### src/rtl/int_div_iter_pkg.sv
// Shared definitions for the iterative integer divider: ALU op modes, divider
// FSM state encodings and the fixed result constants used for special cases.
package int_div_iter_pkg;

  localparam int DIV_WIDTH = 32;

  typedef enum logic [2:0] {
    ALU_OP_IDLE    = 3'd0,
    ALU_OP_INT_ADD = 3'd1,
    ALU_OP_INT_SUB = 3'd2,
    ALU_OP_INT_MUL = 3'd3,
    ALU_OP_INT_DIV = 3'd4
  } alu_op_e;

  typedef enum logic [1:0] {
    DIV_ST_IDLE = 2'd0,
    DIV_ST_CALC = 2'd1,
    DIV_ST_FIX  = 2'd2,
    DIV_ST_DONE = 2'd3
  } div_state_e;

  localparam logic [DIV_WIDTH-1:0] DIV_BY_ZERO_Q = '1;

endpackage

### src/rtl/int_div_iter_sign_fix.sv
// Converts the unsigned quotient/remainder magnitudes back to signed results:
// the quotient flips when operand signs differ, the remainder follows the dividend.
module int_div_iter_sign_fix #(
  parameter int WIDTH = 32
) (
  input  logic [WIDTH-1:0] quo_mag,
  input  logic [WIDTH-1:0] rem_mag,
  input  logic             neg_q,
  input  logic             neg_r,
  output logic [WIDTH-1:0] quotient,
  output logic [WIDTH-1:0] remainder
);

  always_comb begin
    quotient  = neg_q ? (~quo_mag + 1'b1) : quo_mag;
    remainder = neg_r ? (~rem_mag + 1'b1) : rem_mag;
  end

endmodule

### src/rtl/int_div_iter.sv
// Iterative restoring divider, one quotient bit per cycle, with RISC-V
// DIV/DIVU/REM/REMU semantics. Responder side of the ALU i_valid/o_valid handshake.
module int_div_iter
  import int_div_iter_pkg::*;
#(
  parameter int WIDTH = DIV_WIDTH
) (
  input  logic             i_clk,
  input  logic             i_rst_n,
  input  logic             i_valid,
  input  logic             i_signed,
  input  logic [WIDTH-1:0] i_a,
  input  logic [WIDTH-1:0] i_b,
  output logic             o_valid,
  output logic             o_busy,
  output logic [WIDTH-1:0] o_quotient,
  output logic [WIDTH-1:0] o_remainder,
  output div_state_e       o_dbg_state
);

  // Handshake: the requester raises i_valid with stable operands and holds it
  // until it sees o_valid; o_valid stays high while i_valid stays high, and
  // dropping i_valid before o_valid aborts the operation with no result.

  localparam int CNT_W = (WIDTH > 1) ? $clog2(WIDTH) : 1;
  localparam logic [CNT_W-1:0] CNT_LAST = CNT_W'(WIDTH - 1);
  localparam logic [WIDTH-1:0] MIN_NEG  = {1'b1, {(WIDTH-1){1'b0}}};

  div_state_e       state;
  logic [CNT_W-1:0] cnt;
  logic [WIDTH-1:0] rem;
  logic [WIDTH-1:0] quo;
  logic [WIDTH-1:0] divisor;
  logic             neg_q;
  logic             neg_r;

  logic             a_neg;
  logic             b_neg;
  logic [WIDTH-1:0] a_mag;
  logic [WIDTH-1:0] b_mag;
  logic             is_div_zero;
  logic             is_overflow;

  logic [WIDTH:0]   partial;
  logic [WIDTH+1:0] trial;
  logic             borrow;
  logic             trial_unused;

  logic [WIDTH-1:0] fix_q;
  logic [WIDTH-1:0] fix_r;

  always_comb begin
    a_neg       = i_signed & i_a[WIDTH-1];
    b_neg       = i_signed & i_b[WIDTH-1];
    a_mag       = a_neg ? (~i_a + 1'b1) : i_a;
    b_mag       = b_neg ? (~i_b + 1'b1) : i_b;
    is_div_zero = (i_b == '0);
    is_overflow = i_signed && (i_a == MIN_NEG) && (i_b == '1);
  end

  // The dividend is shifted out of quo MSB-first while quotient bits shift in.
  always_comb begin
    partial      = {rem, quo[WIDTH-1]};
    trial        = {1'b0, partial} - {2'b00, divisor};
    borrow       = trial[WIDTH+1];
    trial_unused = trial[WIDTH];
  end

  int_div_iter_sign_fix #(
    .WIDTH (WIDTH)
  ) u_sign_fix (
    .quo_mag   (quo),
    .rem_mag   (rem),
    .neg_q     (neg_q),
    .neg_r     (neg_r),
    .quotient  (fix_q),
    .remainder (fix_r)
  );

  always_ff @(posedge i_clk or negedge i_rst_n) begin
    if (!i_rst_n) begin
      state       <= DIV_ST_IDLE;
      cnt         <= '0;
      rem         <= '0;
      quo         <= '0;
      divisor     <= '0;
      neg_q       <= 1'b0;
      neg_r       <= 1'b0;
      o_valid     <= 1'b0;
      o_busy      <= 1'b0;
      o_quotient  <= '0;
      o_remainder <= '0;
    end else begin
      case (state)
        DIV_ST_IDLE: begin
          o_valid <= 1'b0;
          o_busy  <= 1'b0;
          if (i_valid) begin
            rem     <= '0;
            quo     <= a_mag;
            divisor <= b_mag;
            neg_q   <= a_neg ^ b_neg;
            neg_r   <= a_neg;
            cnt     <= CNT_LAST;
            if (is_div_zero) begin
              o_quotient  <= DIV_BY_ZERO_Q[WIDTH-1:0];
              o_remainder <= i_a;
              state       <= DIV_ST_DONE;
            end else if (is_overflow) begin
              o_quotient  <= MIN_NEG;
              o_remainder <= '0;
              state       <= DIV_ST_DONE;
            end else begin
              o_busy <= 1'b1;
              state  <= DIV_ST_CALC;
            end
          end
        end
        DIV_ST_CALC: begin
          if (!i_valid) begin
            o_busy <= 1'b0;
            state  <= DIV_ST_IDLE;
          end else begin
            rem <= borrow ? partial[WIDTH-1:0] : trial[WIDTH-1:0];
            quo <= {quo[WIDTH-2:0], ~borrow};
            if (cnt == '0) begin
              state <= DIV_ST_FIX;
            end else begin
              cnt <= cnt - 1'b1;
            end
          end
        end
        DIV_ST_FIX: begin
          o_busy <= 1'b0;
          if (!i_valid) begin
            state <= DIV_ST_IDLE;
          end else begin
            o_quotient  <= fix_q;
            o_remainder <= fix_r;
            state       <= DIV_ST_DONE;
          end
        end
        DIV_ST_DONE: begin
          o_busy <= 1'b0;
          if (i_valid) begin
            o_valid <= 1'b1;
          end else begin
            o_valid <= 1'b0;
            state   <= DIV_ST_IDLE;
          end
        end
        default: begin
          o_valid <= 1'b0;
          o_busy  <= 1'b0;
          state   <= DIV_ST_IDLE;
        end
      endcase
    end
  end

  assign o_dbg_state = state;

endmodule

### config.mk
export PLATFORM = sky130hd
export DESIGN_NAME = int_div_iter
export DESIGN_NICKNAME = d
export VERILOG_FILES = /design/src/rtl/int_div_iter_pkg.sv /design/src/rtl/int_div_iter_sign_fix.sv /design/src/rtl/int_div_iter.sv
export SDC_FILE = /design/constraint.sdc
export NUM_CORES = 1
export LEC_CHECK = 0
export CAP_MARGIN = 20
export CORE_MARGIN = 2
export CORE_UTILIZATION = 50
export DETAILED_ROUTE_END_ITERATION = 10
export GPL_TIMING_DRIVEN = 0
export PLACE_DENSITY = 0.74
export SLEW_MARGIN = 30
export SYNTH_ARGS = -nofsm -noshare
export SYNTH_HDL_FRONTEND = slang
export SYNTH_HIERARCHICAL = 1
export SYNTH_SLANG_ARGS = --single-unit
### constraint.sdc
create_clock -name i_clk -period 9.5 [get_ports i_clk]
set_clock_uncertainty 0.05 [all_clocks]
set_input_delay 1.9 -clock i_clk [delete_from_list [all_inputs] [get_ports i_clk]]
set_output_delay 1.9 -clock i_clk [all_outputs]
set_load 0.02 [all_outputs]
==> results of run 1 <==
[metrics by stage]
stage	hold WS (ns)	setup WS [ns]	util	cell area (µm²)	power, mW
finish	0.429	4.04	0.610	14300	4.83
global placement	0.411	-0.431	0.581	13600	4.03
CTS	0.435	4.13	0.610	14300	4.81
detailed placement	0.420	3.67	0.584	13700	4.09
floorplan	0.400	4.94	-	11800	3.19
global route	0.459	3.92	0.610	14300	5.18
[worst register-to-register path, delay by kind of cell, from the launching register on]
family,cells,cell delay [ns]
AOI/OAI and AO/OA,7,1.43
buffers and inverters,2,1.05
DFF,1,0.49
and+or+nand+nor,2,0.47
adders and majority gates,1,0.41
[registers in the layout (all words and copies together) (netlist names)]
signal,flops
o_busy,1
neg_r,1
o_quotient,32
neg_q,1
o_remainder,32
o_valid,1
cnt,5
divisor,32
o_dbg_state,2
quo,32
rem,32
[cell usage in the layout, fill, tap and decap left out, types with 7 or more instances in the layout]
cell and n:
nand2_1 203, o21ai_0 188, dfrtp_1 171, clkdlybuf4s50_1 134, a21oi_1 105, xnor2_1 100
nor2_1 75, clkbuf_1 62, inv_1 53, xor2_1 45, ha_1 43, o31ai_1 37
a22oi_1 32, nand3_1 24, or3_1 20, nand4_1 17, clkbuf_16 17, nor3_1 16
mux2i_1 15, o41ai_1 14, a21o_1 12, nor4_1 12, o311ai_0 11, nand2b_1 11
or4_1 10, o21ai_1 10, a32oi_1 10, and3_1 9, and2_1 8, a31oi_1 8
nor2b_1 7, buf_1 7, or4_4 7, o41ai_2 7
[metal layers]
layer / up-vias / track usage
met5: - / 0
met2: 382 / 0.521
met1: 5341 / 0.336
met3: 109 / 0.0342
li1: 5432 / -
met4: 0 / 0.157
[cells by family (layout without fill, tap and decap cells)]
family	Yosys count	in the layout	share of synthesized area
other cells	0	1	0
flops	171	171	0.361
compound gates	474	474	0.250
simple gates	436	436	0.174
fa+ha+maj	44	44	0.0471
mux	15	15	0.0127
xor+xnor	145	145	0.107
buf+inv	136	305	0.0478
[power by group through the flow]
stage                     Combinational, mW  Clock, mW  Sequential [mW]
final                                  2.81      0.716             1.31
after global placement                 2.73          0             1.30
after floorplan                        1.86          0             1.33
after detailed placement               2.77          0             1.32
after global routing                   3.08      0.749             1.35
after CTS                              2.79      0.718             1.30
[how the worst min path moves through the flow]
| stage | from | end | slack (ns) |
|---|---|---|---|
| finish | o_quotient[16] | o_quotient[16] | 0.43 |
| global route | o_quotient[22] | o_quotient[22] | 0.46 |
| CTS | o_quotient[24] | o_quotient[24] | 0.44 |
| detailed placement | o_quotient[24] | o_quotient[24] | 0.42 |
| global placement | o_quotient[22] | o_quotient[22] | 0.41 |
| floorplan | divisor[10] | divisor[10] | 0.40 |
[layout make-up]
class | count | area (µm²)
well taps | 319 | 399
fillers | 2104 | 9140
inverters | 53 | 199
clock buffers | 17 | 425
multi-input cells | 1114 | 7010
plain buffers | 83 | 368
repair buffers | 137 | 1410
clock inverters | 15 | 174
flip-flops and latches | 171 | 4280
diodes | 1 | 2.50
==> reports/qor.yml, run 1 <==
status:
  status: "finished, final reports clean"
detailed_routing:
  wl_met2_mm: 17.8
  first_pass_iters: 6
  drt_wl_total_mm: 35.4
  ant_nets: 0
  highest_layer: "met4"
  drc: 0
  via_count: 11300
  routedWlPerCell_um: 18.5
  wl_met3_mm: 1.63
  avgViaCountPerCell: 5.90
  met1_length_mm: 14.2
  drt_iter0_markers: 892
place:
  hpwlAfterDp_mm: 28.1
  portBuffers: 135
  place_congestion: 0.956
  dp.cells: 1877
global_routing:
  overflow: 0
  antenna_found_initial: 1
  grt_pass1_wl_mm: 56.1
  grt.total_usage: 0.290
  grt_pass1_vias: 10900
  grt_max_degree: 78
logic_synthesis:
  ys_ff_latch: 171
  synth.net_count: 1533
  synth_common_cells: "203 x nand2_1, 188 x o21ai_0, 171 x dfrtp_1"
  synthArstFlopShare: 1.00
  ys_seq_area_frac: 0.361
  synthFlopType: "dfrtp_1"
  ys_warn_count: 6
  yosysMostFrequentCell: "nand2_1"
  postSynthCellCount: 1421
  synth_top_area_frac: 0.361
  synth_edf_count: 0
  synth_cell_types: 68
  synth_top_area_cell: "dfrtp_1"
  syn_area_um2: 11800
  avgSynthCellArea_um2: 8.34
  post_synth_main_area_contributors: "dfrtp_1 36%, o21ai_0 7.9%, xnor2_1 7.4%, nand2_1 6.4%, ha_1 4.5%"
setup_path:
  path_max_fanout: 10
  cpLargestDelayFamily: "simple AND/OR/NAND/NOR gates"
  cp-endpoint: "o_remainder[31]"
  arrival_ns: 5.76
  crit_top_cell: "or3_1"
  timing_worst_setup_path_type: "input pin to flop"
  crit_slowest_cell: "nor2_1"
  r2r_end: "rem[0]"
  cpPeakStageDelay_ns: 0.84
  reg2reg_slack_ns: 5.48
  crit_chain: "clkdlybuf4s50_1, or3_1, nor3b_1, and2_1, nand4_1, or3_1, nor2_1, clkbuf_1, a22oi_1, o21ai_0"
  critPathLaunch: "i_b[2]"
  end_kind: "flop"
  r2r.worst_path.cells: 12
  worstSetupPathDepth: 10
  r2r-start: "rem[3]"
  critical_path_buf_inv_count: 2
  critPathLaunchType: "input pin"
  cp.required_ns: 9.80
sta:
  drv_slew: 0
  maxSlewHeadroom: 0.296
  final.period_utilization: 0.574
  setup_tns_ns: 0
  tightest_slew_ns: 1.05
  setup_viol: 0
  hold_violations: 0
  rsz0062_at_grt: "no"
  fmax_mhz: 183
  min_period_ns: 5.46
run:
  max-cap-violations: 0
finish:
  drive_gt1_frac: 0.0497
  nets: 1689
  final_cells: 1910
  area_growth_pct: 20.4
clock_tree:
  clock_path_buffers: 2
  cts_buffers: 17
  cts.sinks: 171
  post_cts_buffers: 0
  h-tree-depth: 4
  hold_buffers: 0
  clk_pin_slew_ns: 0.07
  ctsResizeCount: 0
  clk_latency_ns: 0.44
  cts_tree: "done"
  root_buffer: "clkbuf_16"
power_and_ir_drop:
  ir_drop_v: 0.000149
  p_int_mw: 2.49
  p_sw_frac: 0.485
  seq_power_share: 0.270
  switchingPower_mw: 2.34
  combPwrFrac: 0.581
  clockPowerShare: 0.148
  p_leak_nw: 5.83
  power_density_nw_per_um2: 339
die:
  die_w_um: 158
  die-area_um2: 24900
  ios: 136
  chipHeight_um: 158
  std_cell_rows: 56
  initial_utilization: 0.506
  core-area_um2: 23400
worst_hold_path:
  holdPathStages: 2
  hold_path.class: "flop to flop"
(Power assumes the default switching activity.)
==> run 2, diff against run 1 <==
- PLACE_DENSITY: 0.74 -> 0.77
- clock period: 9.5 -> 4.6 ns (I/O delays scaled with it)
==> reports/qor.yml, run 2 (synthesis gave the netlist of run 1 again) <==
die:
  core-area_um2: 23400  # unchanged
  die_w_um: 158  # unchanged
  die-area_um2: 24900  # unchanged
  ios: 136  # unchanged
  chipHeight_um: 158  # unchanged
  initial_utilization: 0.506  # unchanged
  std_cell_rows: 56  # unchanged
place:
  dp.cells: 1876  # -0.053%
  portBuffers: 135  # unchanged
  hpwlAfterDp_mm: 27.2  # -3.0%
  pre_cts_slack_ns: -0.183  # -3.85 ns
  place_congestion: 1.02  # +6.7%
setup_path:
  cpLargestDelayFamily: "simple AND/OR/NAND/NOR gates"
  cp.required_ns: 4.91  # -4.89 ns
  crit_chain: "clkdlybuf4s50_1, or3_1, nor3b_1, and2_1, nand4_1, or3_1, nor2_1, clkbuf_1, a22oi_1, o21ai_0"
  arrival_ns: 4.75  # -1.01 ns
  cpPeakStageDelay_ns: 0.81  # -0.03 ns
  critPathLaunchType: "input pin"
  reg2reg_slack_ns: 0.65  # -4.83 ns
  end_kind: "flop"
  crit_slowest_cell: "nor2_1"
  critical_path_buf_inv_count: 2  # unchanged
  timing_worst_setup_path_type: "input pin to flop"
  crit_top_cell: "or3_1"
  path_max_fanout: 10  # unchanged
worst_hold_path:
  hold_path.class: "input pin to async pin"
finish:
  final_cells: 1908  # -0.10%
  antenna_cells: 0  # -1
  layout_common_cells: "203 x nand2_1, 188 x o21ai_0, 171 x dfrtp_1"
  seq_area_um2: 4280  # unchanged
  multi_input_area_um2: 7000  # about the same
  fillers: 2137  # +1.6%
  nets: 1688  # -0.059%
  mostFrequentLayoutCell: "nand2_1"
  fin_util: 0.609  # -0.00112
  drive_gt1_frac: 0.0478  # -0.00186
  area_growth_pct: 20.2
status:
  status: "finished, final reports clean"
global_routing:
  grt_max_degree: 89  # +14%
  grt.total_usage: 0.288  # -0.00191
  overflow: 0  # unchanged
  grt_pass1_vias: 11000  # +0.54%
  antenna_found_initial: 0  # -1
  grt_pass1_wl_mm: 56.4  # +0.49%
sta:
  setup_viol: 0  # unchanged
  fmax_mhz: 225
  hold_violations: 0  # unchanged
  setup_tns_ns: 0  # unchanged
  maxSlewHeadroom: 0.327  # +0.0306
  holdWs_ns: 0.399  # -0.0298 ns
  drv_slew: 0  # unchanged
  final.period_utilization: 0.966
  min_period_ns: 4.44
  fin_ws_ns: 0.157  # -3.89 ns
  rsz0062_at_grt: "no"
  tightest_slew_ns: 1.01  # -0.0457 ns
clock_tree:
  cts.sinks: 171  # unchanged
  hold_buffers: 0  # unchanged
  clock_path_buffers: 2  # unchanged
  root_buffer: "clkbuf_16"
  post_cts_buffers: 0  # unchanged
  ctsResizeCount: 0  # unchanged
  clk_latency_ns: 0.44  # about the same
  cts_buffers: 17  # unchanged
  cts_tree: "done"
  clk_pin_slew_ns: 0.07  # about the same
  h-tree-depth: 4  # unchanged
detailed_routing:
  drc: 0  # unchanged
  avgViaCountPerCell: 5.98  # +1.4%
  ant_nets: 0  # unchanged
  via_count: 11400  # +1.3%
  drt_iter0_markers: 1010  # +13%
  routedWlPerCell_um: 18.4  # -0.72%
  first_pass_iters: 6  # unchanged
  drt_wl_total_mm: 35.1  # -0.83%
power_and_ir_drop:
  ir_drop_v: 0.000382  # +160%
  power_density_nw_per_um2: 704  # +110%
  p_leak_nw: 5.82  # -0.22%
run:
  max-cap-violations: 0  # unchanged
## run 2: worst paths after layout
| kind | startpoint | end | cells past startpoint |
|---|---|---|---|
| min in group i_clk | o_quotient[22] | o_quotient[22] | 2 |
| min reg2reg | o_quotient[22] | o_quotient[22] | 2 |
| min | i_rst_n | o_dbg_state[0] | 1 |
| max reg2reg | rem[3] | rem[8] | 12 |
| max | i_b[2] | o_remainder[31] | 10 |
| max in group asynchronous | i_rst_n | divisor[28] | 2 |
## run 2: final cells by class
type	count	share of cell area
well taps	319	0.0280
plain buffers	83	0.0258
flip-flops and latches	171	0.300
clock buffers	18	0.0301
multi-input cells	1114	0.492
clock inverters	14	0.0127
inverters	53	0.0140
repair buffers	136	0.0972
## run 2: power by group
group	leakage [nW]	switching [mW]	internal, mW
combinational	3.28	3.48	2.31
sequential	2.25	0.660	2.06
clock	0.293	0.650	0.867
## run 2: routing by layer
metal	up-vias	GRT usage	part of all wire
met5	-	0	0
met4	0	0.142	0.047
met3	114	0.0372	0.062
met2	483	0.500	0.49
met1	5373	0.353	0.40
li1	5443	-	-
## run 2: worst register-to-register path, delay by kind of cell (launching register included)
family,cells,cell delay (ns)
flops,1,0.48
compound gates,7,1.37
buf+inv,2,1.03
simple gates,2,0.46
fa+ha+maj,1,0.41
## run 2: stage by stage
step	cell area, µm²	power [mW]
6_report	14200	10.0
5_1_grt	14200	10.7
4_1_cts	14200	9.94
3_5_place_dp	13600	8.40
3_3_place_gp	13600	8.29
2_1_floorplan	11800	6.60
==> RTL edit, RTL diff (flow settings as in run 2) <==
The package constant `DIV_WIDTH` goes from 32 to 64.
--- a/src/rtl/int_div_iter_pkg.sv
+++ b/src/rtl/int_div_iter_pkg.sv
@@ -4,3 +4,3 @@
 
-  localparam int DIV_WIDTH = 32;
+  localparam int DIV_WIDTH = 64;
 
Ports: changed (resized i_a, i_b, o_quotient and o_remainder); port bits go from 136 to 264. No check against the original RTL was run, so the function may have changed too.
==> RTL edit against run 2 <==
Clock power up 130%. Sequential power is 120% higher. Power grew 150%. Critical path depth up 3. Wire length grew to 2.6 times the old value. Area after synthesis up 100%. Register-to-register slack got worse by 0.46 ns. Combinational power rose to 2.7 times the old value. Worst setup slack got worse by 0.050 ns. Sequential cell count rose by 161. Hold slack got worse by 0.22 ns. Die area up 100%. Design area grew 100%.
==> RTL edit: results (changes against run 2) <==
INFO  metric layout.nets = 3499 (+110%)
INFO  metric synth_area_per_cell = 8.09 um^2 (-3.0%)
INFO  metric crit_path_end = o_quotient[4]$_DFFE_PN0P_
INFO  metric first_iter_violations = 2175 (+120%)
INFO  metric post_synth_most_frequent_cells = a21oi_1 (389), dfrtp_1 (332), o21ai_0 (311)
INFO  metric reg2reg_setup_slack = 0.19 ns (-0.46 ns)
INFO  metric drt-total-wl = 91.4 mm (+160%)
INFO  metric synthTopCellsByArea = dfrtp_1 (35%), a21oi_1 (8.1%), xnor2_1 (8.0%)
INFO  metric cts_bufs_inserted = 40 (+23)
INFO  metric r2r.worst_path.cells = 15 (+3)
INFO  metric switching_share = 50.0% (+2.2 points)
INFO  metric pwr.group.combinational = 15.5 mW (+170%)
INFO  metric grt_util_all_layers = 36.1% (+7.3 points)
INFO  metric seq_area_frac_synth = 34.5% (-1.6 points)
INFO  metric grt_first_pass_wirelength = 139 mm (+150%)
INFO  metric worstReg2RegEnd = rem[55]$_DFFE_PN0P_
INFO  metric synth_top_cell_area_share = 34.5% (-1.6 points)
INFO  metric htreeDepth = 2 (-2)
INFO  metric number_of_distinct_library_cells_after_synthesis = 79 (+16%)
INFO  metric dp_hpwl = 72.4 mm (+170%)
INFO  metric io_buffer_count = 263 (+95%)
INFO  metric cellLeakagePower = 11.5 nW (+97%)
INFO  metric place_area = 27600 um^2 (+100%)
INFO  metric status = finished, final reports clean
INFO  metric clock_path_buffers = 3 (+1)
INFO  metric launch_point_of_the_worst_reg_to_reg_path = quo[63]$_DFFE_PN0P_
INFO  metric power.switching = 12.5 mW (+160%)
INFO  metric grt_start_max_net_pins = 91 (+2.2%)
[RTL edit: cell types whose count changed after synthesis, sizes merged, moves of 34 or more]
cell / delta
dfrtp: +161
o21ai: +130
a21oi: +286
nand2: +99
nor2: +200
clkbuf: +77
a22oi: +34
inv: +51
nor3: +43
xnor2: +121
[RTL edit: cell families (layout without fill, tap and decap cells)]
| group | count (synthesis) | after routing | synth area share (%) |
|---|---|---|---|
| multiplexers | 46 | 46 | 1.93 |
| adder cells (fa/ha/maj) | 76 | 76 | 3.98 |
| AND/OR/NAND/NOR | 930 | 930 | 18.9 |
| XOR/XNOR | 299 | 299 | 10.9 |
| flip-flops | 332 | 332 | 34.5 |
| buffers and inverters | 285 | 628 | 4.99 |
| AO/OA/AOI/OAI | 1009 | 1009 | 24.8 |
| other | 0 | 3 | 0 |
[RTL edit: worst max-delay path, stage by stage]
cell	delay, ns
clkdlybuf4s50_1	0.52
or4_4	0.61
or4_4	0.46
nor4_4	0.38
nand3_2	0.19
nor3_4	0.41
nand4_1	0.17
o21a_2	0.26
a21oi_4	0.29
buf_6	0.27
buf_4	0.27
nor2_1	0.06
a21oi_1	0.12
[RTL edit: repair_timing]
item | in CTS | in global routing
pin swaps | 1 | 3
resized for setup | 7 | 12
setup buffers | 1 | 3
setup endpoints to repair | 139 | 138
[RTL edit: area by class of cell]
class | count | area (um^2)
Fill cell | 4265 | 18500
Multi-Input combinational cell | 2360 | 14600
Sequential cell | 332 | 8310
Timing Repair Buffer | 272 | 2790
Clock buffer | 47 | 1070
Buffer | 181 | 826
Tap cell | 615 | 769
Inverter | 104 | 390
Clock inverter | 24 | 339
Antenna cell | 3 | 7.51
[RTL edit: worst min-delay path by stage]
stage | startpoint | endpoint
after detailed placement | divisor[40]$_DFFE_PN0P_ | divisor[40]$_DFFE_PN0P_
after floorplan | neg_q$_DFFE_PN0P_ | neg_q$_DFFE_PN0P_
final | i_rst_n | o_quotient[14]$_DFFE_PN0P_
after CTS | i_rst_n | o_quotient[4]$_DFFE_PN0P_
after global placement | divisor[47]$_DFFE_PN0P_ | divisor[47]$_DFFE_PN0P_
after global routing | i_rst_n | o_quotient[14]$_DFFE_PN0P_
[RTL edit: stage by stage]
step / worst slack (ns) / utilization (%)
2_1_floorplan: 1.09 / -
3_3_place_gp: -11.18 / 57.7
3_5_place_dp: -0.983 / 57.9
4_1_cts: 0.0225 / 61.0
5_1_grt: 0.0110 / 61.1
6_report: 0.107 / 61.1
[RTL edit: metal layers]
metal | track usage, % | routed length, um | vias up
li1 | - | - | 11300
met1 | 45.5 | 37000 | 11700
met2 | 60.2 | 43200 | 1107
met3 | 4.79 | 6050 | 270
met4 | 19.5 | 5120 | 2
met5 | 0 | 5 | -
